**config.mk**
```make
export PLATFORM = sky130hd
export DESIGN_NAME = fighter_player
export DESIGN_NICKNAME = d
export VERILOG_FILES = /design/src/rtl/fighter_player.sv
export SDC_FILE = /design/constraint.sdc
export NUM_CORES = 1
export LEC_CHECK = 0
export BUFFER_PORTS_ARGS = -buffer_cell sky130_fd_sc_hd__buf_2
export CORE_MARGIN = 2
export CORE_UTILIZATION = 50
export DETAILED_ROUTE_END_ITERATION = 12
export PLACE_DENSITY = 0.72
export SLEW_MARGIN = 20
export SYNTH_ARGS = -nofsm -noshare
export SYNTH_HDL_FRONTEND = slang
export SYNTH_SLANG_ARGS = --single-unit
```
**constraint.sdc**
```tcl
create_clock -name clk -period 7.9 [get_ports clk]
set_clock_uncertainty 0.15 [all_clocks]
set_input_delay 1.58 -clock clk [delete_from_list [all_inputs] [get_ports clk]]
set_output_delay 1.58 -clock clk [all_outputs]
set_load 0.02 [all_outputs]
```
**src/rtl/fighter_player.sv**
```systemverilog
// Single fighter on a 1-D board: movement, hits taken, regen and knockout.
// All rules are evaluated from pre-edge state; reset wins over everything.
module fighter_player #(
   parameter int NUM_POS     = 5,
   parameter int HP_W        = 2,
   parameter int REGEN_WAITS = 2,
   parameter int KICK_DMG    = 1,
   parameter int PUNCH_DMG   = 2,
   parameter int SIDE        = 0,
   localparam int PW         = $clog2(NUM_POS)
) (
   input  logic          clk,
   input  logic          rst,
   input  logic          act_valid,
   input  logic [2:0]    my_action,
   input  logic [2:0]    opp_action,
   input  logic [PW-1:0] opp_pos,
   output logic [PW-1:0] pos,
   output logic [HP_W-1:0] health,
   output logic          hit,
   output logic          ko
);

   typedef enum logic [2:0] {
      A_KICK  = 3'b000,
      A_PUNCH = 3'b001,
      A_AWAIT = 3'b010,
      A_JUMP  = 3'b011,
      A_L1    = 3'b100,
      A_L2    = 3'b101,
      A_R1    = 3'b110,
      A_R2    = 3'b111
   } action_e;

   localparam int HP_MAX = (1 << HP_W) - 1;
   localparam int TDIR   = (SIDE == 0) ? 1 : -1;

   logic [PW-1:0]   pos_q, pos_d;
   logic [HP_W-1:0] health_q, health_d;
   logic [3:0]      wcnt_q, wcnt_d;
   logic            hit_q, hit_d;
   logic            ko_q, ko_d;

   int  p, o, h, d, s, t, lim, gap, dmg, wc;
   logic clash, punch_hit, kick_hit, opp_toward;

   always_comb begin
      pos_d    = pos_q;
      health_d = health_q;
      wcnt_d   = wcnt_q;
      hit_d    = 1'b0;
      ko_d     = ko_q;
      p   = int'(pos_q);
      o   = int'(opp_pos);
      h   = int'(health_q);
      d   = (p > o) ? (p - o) : (o - p);
      s   = 0;
      t   = p;
      lim = 0;
      dmg = 0;
      wc  = int'(wcnt_q) + 1;

      if (SIDE == 0)
         opp_toward = (opp_action == A_L1) || (opp_action == A_L2);
      else
         opp_toward = (opp_action == A_R1) || (opp_action == A_R2);
      gap = opp_toward ? 2 : 1;

      clash     = (d == 1) && (my_action == A_KICK) && (opp_action == A_KICK);
      punch_hit = (opp_action == A_PUNCH) && (d == 1);
      kick_hit  = (opp_action == A_KICK) && (d <= 2) &&
                  (my_action != A_JUMP) && !clash;

      unique case (my_action)
         A_L1:    s = -1;
         A_L2:    s = -2;
         A_R1:    s = 1;
         A_R2:    s = 2;
         default: s = 0;
      endcase
      // a landed punch or a kick clash replaces own movement with a push away
      if (punch_hit || clash) s = -TDIR;

      t = p + s;
      if (s * TDIR > 0) begin
         lim = o - TDIR * gap;
         if (SIDE == 0) begin
            if (t > lim) t = lim;
            if (t > NUM_POS - 1) t = NUM_POS - 1;
            if (t < p) t = p;
         end else begin
            if (t < lim) t = lim;
            if (t < 0) t = 0;
            if (t > p) t = p;
         end
      end else begin
         if (t < 0) t = 0;
         if (t > NUM_POS - 1) t = NUM_POS - 1;
      end

      if (punch_hit) dmg = PUNCH_DMG;
      else if (kick_hit) dmg = KICK_DMG;

      if (act_valid && !ko_q) begin
         pos_d = PW'(t);
         if (punch_hit || kick_hit) begin
            hit_d    = 1'b1;
            wcnt_d   = '0;
            health_d = (h > dmg) ? HP_W'(h - dmg) : '0;
            if (h <= dmg) ko_d = 1'b1;
         end else if (my_action == A_AWAIT) begin
            if (wc >= REGEN_WAITS) begin
               wcnt_d = '0;
               if (h < HP_MAX) health_d = HP_W'(h + 1);
            end else begin
               wcnt_d = 4'(wc);
            end
         end else begin
            wcnt_d = '0;
         end
      end
   end

   always_ff @(posedge clk) begin
      if (rst) begin
         pos_q    <= (SIDE == 0) ? '0 : PW'(NUM_POS - 1);
         health_q <= HP_W'(HP_MAX);
         wcnt_q   <= '0;
         hit_q    <= 1'b0;
         ko_q     <= 1'b0;
      end else begin
         pos_q    <= pos_d;
         health_q <= health_d;
         wcnt_q   <= wcnt_d;
         hit_q    <= hit_d;
         ko_q     <= ko_d;
      end
   end

   assign pos    = pos_q;
   assign health = health_q;
   assign hit    = hit_q;
   assign ko     = ko_q;

endmodule
```
==> results of run 1 <==
==> cells by family (layout without fill, tap and decap cells) <==
kind of cell	after synthesis	count (layout)	share of synthesized area [%]
XOR/XNOR	3	3	1.35
adder cells (fa/ha/maj)	43	43	30.0
buffers and inverters	33	85	6.43
multiplexers	7	7	3.99
AND/OR/NAND/NOR	83	83	24.1
AO/OA/AOI/OAI	58	58	22.8
flip-flops	11	11	11.3
==> sequential cells by signal, indices dropped and copies added, names as in the netlist <==
register / flops
pos: 3
wcnt_q: 4
health: 2
ko: 1
hit: 1
==> path summary, 6_finish.rpt <==
check	startpoint	to	slack [ns]
max	opp_pos[0]	pos[0]	0.19
max reg2reg	pos[0]	pos[0]	0.98
min	wcnt_q[3]	wcnt_q[3]	0.32
min reg2reg	wcnt_q[3]	wcnt_q[3]	0.32
==> layout make-up <==
class	count	share of cell area [%]
flip-flops and latches	11	8.47
inverters	28	4.14
repair buffers	53	14.2
multi-input cells	194	69.1
clock buffers	4	1.73
well taps	48	2.31
==> through the flow <==
stage                     setup slack, ns  util [%]  power (mW)  cell area, um2
final                               0.191      70.5       0.848            2600
after global routing              -0.0808      70.5       0.921            2600
after CTS                          0.0258      63.7       0.701            2350
after detailed placement           -0.323      61.9       0.622            2280
after global placement             -0.187      61.9       0.613            2280
after floorplan                    0.0241         -       0.451            1950
==> where the power goes <==
part | switching, mW | internal (mW) | total [mW]
Combinational | 0.365 | 0.343 | 0.707
Clock | 0.0197 | 0.0353 | 0.0550
Sequential | 0.0209 | 0.0651 | 0.0861
==> repair_timing <==
item                       CTS  global route
pin swaps                    2            32
setup buffers                0             8
setup endpoints to repair    3             3
resized for setup            5            47
==> placed cells by master, fill, tap and decap left out, types with 3 or more instances in the layout <==
master     n
a21oi_1    9
and3_1     5
inv_1     22
mux2i_1    4
nor3_1     4
clkbuf_8   3
o21ai_0    9
ha_1      31
a211oi_2   3
nand4_1    5
buf_4     33
fa_2       3
nand2b_1   4
buf_2     17
fa_1       3
dfxtp_1   11
ha_4       4
nor2_1    10
nor2b_1    6
nand2_1   17
nor4_1     3
inv_2      5
and2_1     3
o31ai_1    3
==> routing by layer <==
metal	share of wire [%]	wire length, um
met4	0.90	46
met5	0	0
met2	48	2460
met3	3.7	187
met1	47	2400
==> flow_metrics.tcl, run 1 <==
set metrics [dict create \
    finalSetupViolCount 0 \
    clk_latency_ns 0.23 \
    grt_usage_pct 22.3 \
    drive_gt1_share_pct 37.2 \
    grt_first_pass_wirelength_um 7890 \
    synth_common_cells "ha_1, inv_1, nand2_1" \
    dr.pass1.iters 5 \
    die_x_um 66.4 \
    fin_cells 338 \
    grt_pass1_vias 1807 \
    die_h_um 66.4 \
    fillCellCount 299 \
    synth_edf_count 0 \
    ys_ff_latch 11 \
    cp-start-kind "input pin" \
    rsz0062_at_grt "true" \
    portBuffers 18 \
    power_density_mw_per_mm2 326 \
    cpPeakStageDelay_ns 0.41 \
    crit_cells 36 \
    final-seq-area_um2 220 \
    finalCritPeriodShare_pct 97.6 \
    status "finished, final reports clean" \
    hpwl_um 3640 \
    synthesis.area_mm2 0.00194 \
    route.detailed.drc 0 \
    num_io_pins 19 \
    end_kind "flip-flop" \
    cts_tree "done" \
    place_inst 326 \
    multi_input_area_mm2 0.00180 \
    clock-root-buffer "clkbuf_8" \
    top_usage_layer "met2" \
    antenna_found_initial 0 \
    holdWs_ns 0.318 \
    crit_slowest_cell "fa_2" \
    rr_worst_depth 36 \
    route.detailed.wl_per_inst_um 15.1 \
    slew_headroom_pct 61.4 \
    use_met2_pct 39.4 \
    fmax_mhz 130 \
    synthTopCellsByArea "ha_1, dfxtp_1, fa_1, inv_1, nand2_1" \
    cts_max_level 1 \
    min_period_ns 7.71 \
    irDropWorstVdd_v 0.000217 \
    p_leak_nw 1.20 \
    netlist-cell-type-count 58 \
    numCtsBuffers 3 \
    synth_top_area_cell "ha_1" \
    synth.avg_cell_area_um2 8.17 \
    arrival_ns 7.66 \
    cts_hold_buf 0 \
    vias_per_cell 5.80 \
    synth_cells 238 \
    clkSinkCount 11 \
    synth_top_area_share_pct 23.8 \
    die_area_mm2 0.00440 \
    required_ns 7.85 \
    synth_fp_nets 293 \
    cts_buffer_depth 2 \
    tns_ns 0 \
    rows 22 \
    core_mm2 0.00369 \
    yosysWarnings 0 \
    drtAntennaViolNets 0 \
    use_met3_pct 1.19 \
    yosysSeqAreaShare_pct 11.3 \
    hold_viol_final 0 \
    clk_pin_slew_ns 0.05 \
    ys.flop_type "dfxtp_1" \
    worstMarginPinSlew_ns 0.579 \
    crit_type "in2reg" \
    cp_num_buf_inv 11 \
    grt_max_degree 13 \
    report.final.slew_viol_count 0 \
    initialDrtViolationCount 80 \
    final_nets 346 \
    async_reset_ff_share_pct 0 \
    start_util_pct 52.7 \
    yosysMostFrequentCell "ha_1" \
    routed_wl_um 5090 \
    area_growth_pct 33.7 \
    maxCapViolations 0 \
    crit_path_max_fanout 5 \
    cpLargestDelayFamily "adder cells" \
    num_antenna_cells 0 \
    vias 1959 \
    grt_remaining_overflow 0 \
    grt_use_met1_pct 30.1 \
    cp_common_cell "inv_2" \
    hold_class "reg2reg" \
    worstHoldPathCells 1 \
    gp_congestion 0.838 \
]
(Power assumes the default switching activity.)
==> run 2, diff against run 1 <==
- CORE_ASPECT_RATIO: default -> 0.6
- CORE_UTILIZATION: 50 -> 45
- PLACE_DENSITY: 0.72 -> 0.68
==> run 2 against run 1 <==
Compared with the run above:
- critical path depth decreased by 2
- largest cell class unchanged
- non-clock buffer count increased by 5
- global-route usage down 0.49 points
- register-to-register slack about the same
==> flow_metrics.tcl, run 2 (synthesis results as in run 1) <==
set metrics [dict create \
    clock-root-buffer "clkbuf_8" \
    irDropWorstVdd_v 0.000214 \
    required_ns 7.88 \
    fmax_mhz 130 \
    setup_slack_ns 0.213 \
    regMostFlops "wcnt_q" \
    cts_hold_buf 0 \
    cts_tree "done" \
    drtAntennaViolNets 0 \
    num_antenna_cells 0 \
    p_leak_nw 1.22 \
    r2r_end "pos[2]" \
    cp-endpoint "pos[2]" \
    grt_max_degree 13 \
    mostFrequentLayoutCells "buf_4, ha_1, inv_1" \
    hold_viol_final 0 \
    numCtsBuffers 3 \
    min_period_ns 7.69 \
    start_util_pct 47.2 \
    rows 18 \
    critPathLaunch "opp_pos[0]" \
    utilization_pct 63.2 \
    final_nets 351 \
    vias 1913 \
    report.final.slew_viol_count 0 \
    core_mm2 0.00412 \
    arrival_ns 7.67 \
    r2r_start "pos[1]" \
    cp-start-kind "input pin" \
    gp_congestion 0.910 \
    clk_latency_ns 0.24 \
    die_x_um 88.9 \
    power_density_mw_per_mm2 319 \
    crit_type "in2reg" \
    cpPeakStageDelay_ns 0.41 \
    dr.pass1.iters 4 \
    clkSinkCount 11 \
    die_h_um 54.9 \
    largest_reg_flops 4 \
    hpwl_um 3970 \
    crit_path_max_fanout 5 \
    crit_slowest_cell "fa_2" \
    grt_pass1_vias 1799 \
    rr_worst_depth 33 \
    finalCritPeriodShare_pct 97.3 \
    timing.reg2reg.setup_slack_ns 0.99 \
    vias_per_cell 5.39 \
    maxCapViolations 0 \
    worstMarginPinSlew_ns 0.545 \
    end_kind "flip-flop" \
    route.detailed.wl_per_inst_um 14.7 \
    num_io_pins 19 \
    routed_wl_um 5210 \
    area_growth_pct 34.0 \
    cts_buffer_depth 2 \
    grt_first_pass_wirelength_um 8160 \
    drive_gt1_share_pct 35.9 \
    antenna_found_initial 0 \
    slew_headroom_pct 63.7 \
    route.detailed.drc 0 \
    grt_usage_pct 21.8 \
    cts_max_level 1 \
    clk_pin_slew_ns 0.05 \
    grt_remaining_overflow 0 \
    die_area_mm2 0.00488 \
    initialDrtViolationCount 78 \
    status "finished, final reports clean" \
    finalSetupViolCount 0 \
    post-place-ws_ns -0.485 \
    portBuffers 18 \
    tns_ns 0 \
    final_common_cell "buf_4" \
    hold_class "reg2reg" \
]
==> run 2: changes by cell type in the layout (fill, tap and decap cells not counted), moves of 2 or more <==
cell,before,now
buf_6,2,0
buf_4,33,40
a211oi_1,1,4
a211oi_2,3,0
a21oi_2,2,0
a21oi_1,9,11
==> run 2: repair_timing <==
item	in CTS	in global routing
pin swaps	7	22
gates resized for setup	13	28
buffers inserted	1	6
gates cloned	0	0
setup endpoints to repair	3	3
==> run 2: critical path, delay by kind of cell <==
family / cells / cell delay (ns)
and+or+nand+nor: 8 / 1.28
AOI/OAI and AO/OA: 10 / 1.60
buffers and inverters: 8 / 0.75
muxes: 1 / 0.30
adders and majority gates: 7 / 2.09
==> run 2: layout make-up <==
cell class	instances	area, um2
flip-flops and latches	11	220
clock buffers	4	45.0
multi-input cells	194	1770
fillers	373	1520
repair buffers	58	390
inverters	28	105
well taps	60	75.1
==> run 2: power by group <==
group / internal, mW / switching, mW / leakage [nW]
logic: 0.333 / 0.358 / 1.11
clock network: 0.0353 / 0.0198 / 0.0228
registers: 0.0651 / 0.0209 / 0.0895
==> run 2: routing by layer <==
metal	GRT usage, %	share of wire, %
met3	3.41	3.7
met5	0	0
met4	0.758	0
met2	33.8	44
met1	33.4	52
==> run 2: how the worst min path moves through the flow <==
stage                   start        end  slack (ns)  cells past startpoint
finish              wcnt_q[3]  wcnt_q[3]        0.32                      1
global route        wcnt_q[3]  wcnt_q[3]        0.36                      1
CTS                 wcnt_q[3]  wcnt_q[3]        0.33                      1
detailed placement  wcnt_q[3]  wcnt_q[3]        0.31                      1
global placement    wcnt_q[3]  wcnt_q[3]        0.30                      1
floorplan           wcnt_q[3]  wcnt_q[3]        0.28                      1
==> run 2: per-stage QoR <==
stage               cells  power, mW  hold slack [ns]  cell area, um2
detailed placement    344      0.637            0.314            2340
CTS                   349      0.726            0.330            2440
finish                355      0.832            0.325            2610
global placement      344      0.626            0.301            2340
global route          355      0.905            0.356            2610
floorplan             238      0.451            0.281            1950
==> run 3, diff against run 2 <==
- CTS_CLUSTER_SIZE: default -> 24
- PLACE_DENSITY: 0.68 -> 0.65
==> run 3 against run 2 <==
Compared with the run above:
- first-iteration DRC count shrank 6.4%
- die area is the same
- maximum frequency shrank 1.5%
- cell area grew 3.6%
- sequential cell count is the same
- core utilization grew 2.3 points
- clock power grew 3%
- largest cell class unchanged
- largest power group unchanged
==> flow_metrics.tcl, run 3 (synthesis results as in run 1) <==
set metrics [dict create \
    initialDrtViolationCount 73 \
    critPathLaunch "opp_pos[0]" \
    clockPowerShare_pct 6.6 \
    route.detailed.wl_per_inst_um 14.6 \
    cts_hold_buf 0 \
    drtAntennaViolNets 0 \
    die_x_um 88.9 \
    die_area_mm2 0.00488 \
    slew_headroom_pct 59.5 \
    grt_use_met1_pct 35.3 \
    core_mm2 0.00412 \
    final_nets 355 \
    use_met2_pct 31.0 \
    numCtsBuffers 3 \
    route.detailed.drc 0 \
    grt_max_degree 13 \
    swShare_pct 46.9 \
    cts_buffer_depth 2 \
    dr.pass1.iters 4 \
    gp_congestion 0.888 \
    r2r_start "pos[0]" \
    place_inst 343 \
    grt_usage_pct 21.8 \
    top_usage_layer "met1" \
    power_density_mw_per_mm2 319 \
    worstMarginPinSlew_ns 0.608 \
    arrival_ns 7.77 \
    rr_worst_depth 33 \
    final_common_cell "buf_4" \
    timing.reg2reg.setup_slack_ns 0.83 \
    regMostFlops "wcnt_q" \
    worstHoldPathCells 1 \
    crit_type "in2reg" \
    maxCapViolations 0 \
    netSwitchingPower_mw 0.405 \
    report.final.slew_viol_count 0 \
    clk_latency_ns 0.24 \
    end_kind "flip-flop" \
    use_met3_pct 2.97 \
    start_util_pct 47.2 \
    required_ns 7.87 \
    mostFrequentLayoutCells "buf_4, ha_1, inv_1" \
    r2r_end "pos[0]" \
    grt_pass1_vias 1722 \
    area_growth_pct 38.9 \
    fillCellCount 349 \
    clkSinkCount 11 \
    rows 18 \
    fmax_mhz 128 \
    crit_path_max_fanout 4 \
    grt_remaining_overflow 0 \
    routed_wl_um 5230 \
    vias_per_cell 5.55 \
    grt_first_pass_wirelength_um 8180 \
    irDropWorstVdd_v 0.000240 \
    cp-start-kind "input pin" \
    status "finished, final reports clean" \
    p_leak_nw 1.26 \
    largest_reg_flops 4 \
    num_antenna_cells 0 \
    cpPeakStageDelay_ns 0.41 \
    vias 1994 \
    clk_pin_slew_ns 0.05 \
    drive_gt1_share_pct 39.1 \
    die_h_um 54.9 \
    cts_tree "done" \
    num_io_pins 19 \
    fin_cells 359 \
    clock-root-buffer "clkbuf_8" \
    p_seq_share_pct 10.2 \
    antenna_found_initial 0 \
    hpwl_um 3890 \
    hold_class "reg2reg" \
    holdWs_ns 0.311 \
    internal-power_mw 0.458 \
    hold_viol_final 0 \
    crit_slowest_cell "nor4_4" \
    min_period_ns 7.80 \
    cp-endpoint "pos[0]" \
    portBuffers 18 \
    cts_max_level 1 \
    finalSetupViolCount 0 \
    power.share.combinational_pct 83.3 \
    finalCritPeriodShare_pct 98.7 \
    rsz0062_at_grt "true" \
]
[run 3: cell types whose count changed in the layout (fill, tap and decap cells not counted), moves of 3 or more]
cell / before / now
a211oi_1: 4 / 1
a211oi_2: 0 / 3
a21oi_1: 11 / 8
a21oi_2: 0 / 3
[run 3: per-stage QoR]
stage	power, mW	setup WS [ns]	setup TNS [ns]	instance area, um2	util [%]
floorplan	0.451	0.0241	0	1950	-
global placement	0.629	-0.366	-0.891	2340	56.7
detailed placement	0.636	-0.327	-0.905	2340	56.7
CTS	0.708	0.0179	0	2400	58.1
global route	0.944	-0.207	-0.437	2700	65.5
finish	0.863	0.0988	0	2700	65.5
[run 3: worst min path at each step]
stage / slack (ns) / end / start
finish: 0.31 / wcnt_q[3] / wcnt_q[3]
detailed placement: 0.30 / wcnt_q[3] / wcnt_q[3]
global route: 0.35 / wcnt_q[3] / wcnt_q[3]
floorplan: 0.28 / wcnt_q[3] / wcnt_q[3]
CTS: 0.32 / wcnt_q[3] / wcnt_q[3]
global placement: 0.30 / wcnt_q[3] / wcnt_q[3]
[run 3: metal layers]
metal	vias to the layer above	share of wire, %
met5	-	0
met4	0	1.2
met3	8	5.5
met2	54	40
met1	935	53
li1	997	-
[run 3: worst max-delay path, delay by kind of cell]
family                   cells  cell delay, ns
adder cells (fa/ha/maj)      7            1.90
buffers and inverters        5            0.42
multiplexers                 2            0.61
AND/OR/NAND/NOR             10            1.60
AO/OA/AOI/OAI                9            1.65
[run 3: power groups by stage]
stage	logic, mW	clock network, mW	registers (mW)
detailed placement	0.550	0	0.0860
global placement	0.543	0	0.0861
global route	0.794	0.0611	0.0893
CTS	0.566	0.0573	0.0849
floorplan	0.361	0	0.0903
finish	0.719	0.0566	0.0878
[run 3: cell type report]
| class | count | area, um2 | area share [%] |
|---|---|---|---|
| Multi-Input combinational cell | 194 | 1820 | 67.3 |
| Timing Repair Buffer | 62 | 438 | 16.2 |
| Sequential cell | 11 | 220 | 8.15 |
| Inverter | 28 | 105 | 3.89 |
| Tap cell | 60 | 75.1 | 2.78 |
| Clock buffer | 4 | 45.0 | 1.67 |
[run 3: repair_timing]
| item | CTS | global route |
|---|---|---|
| setup endpoints to repair | 3 | 3 |
| pin swaps | 0 | 27 |
| hold endpoints to repair | 0 | 0 |
| buffers inserted | 0 | 12 |
| resized for setup | 3 | 51 |
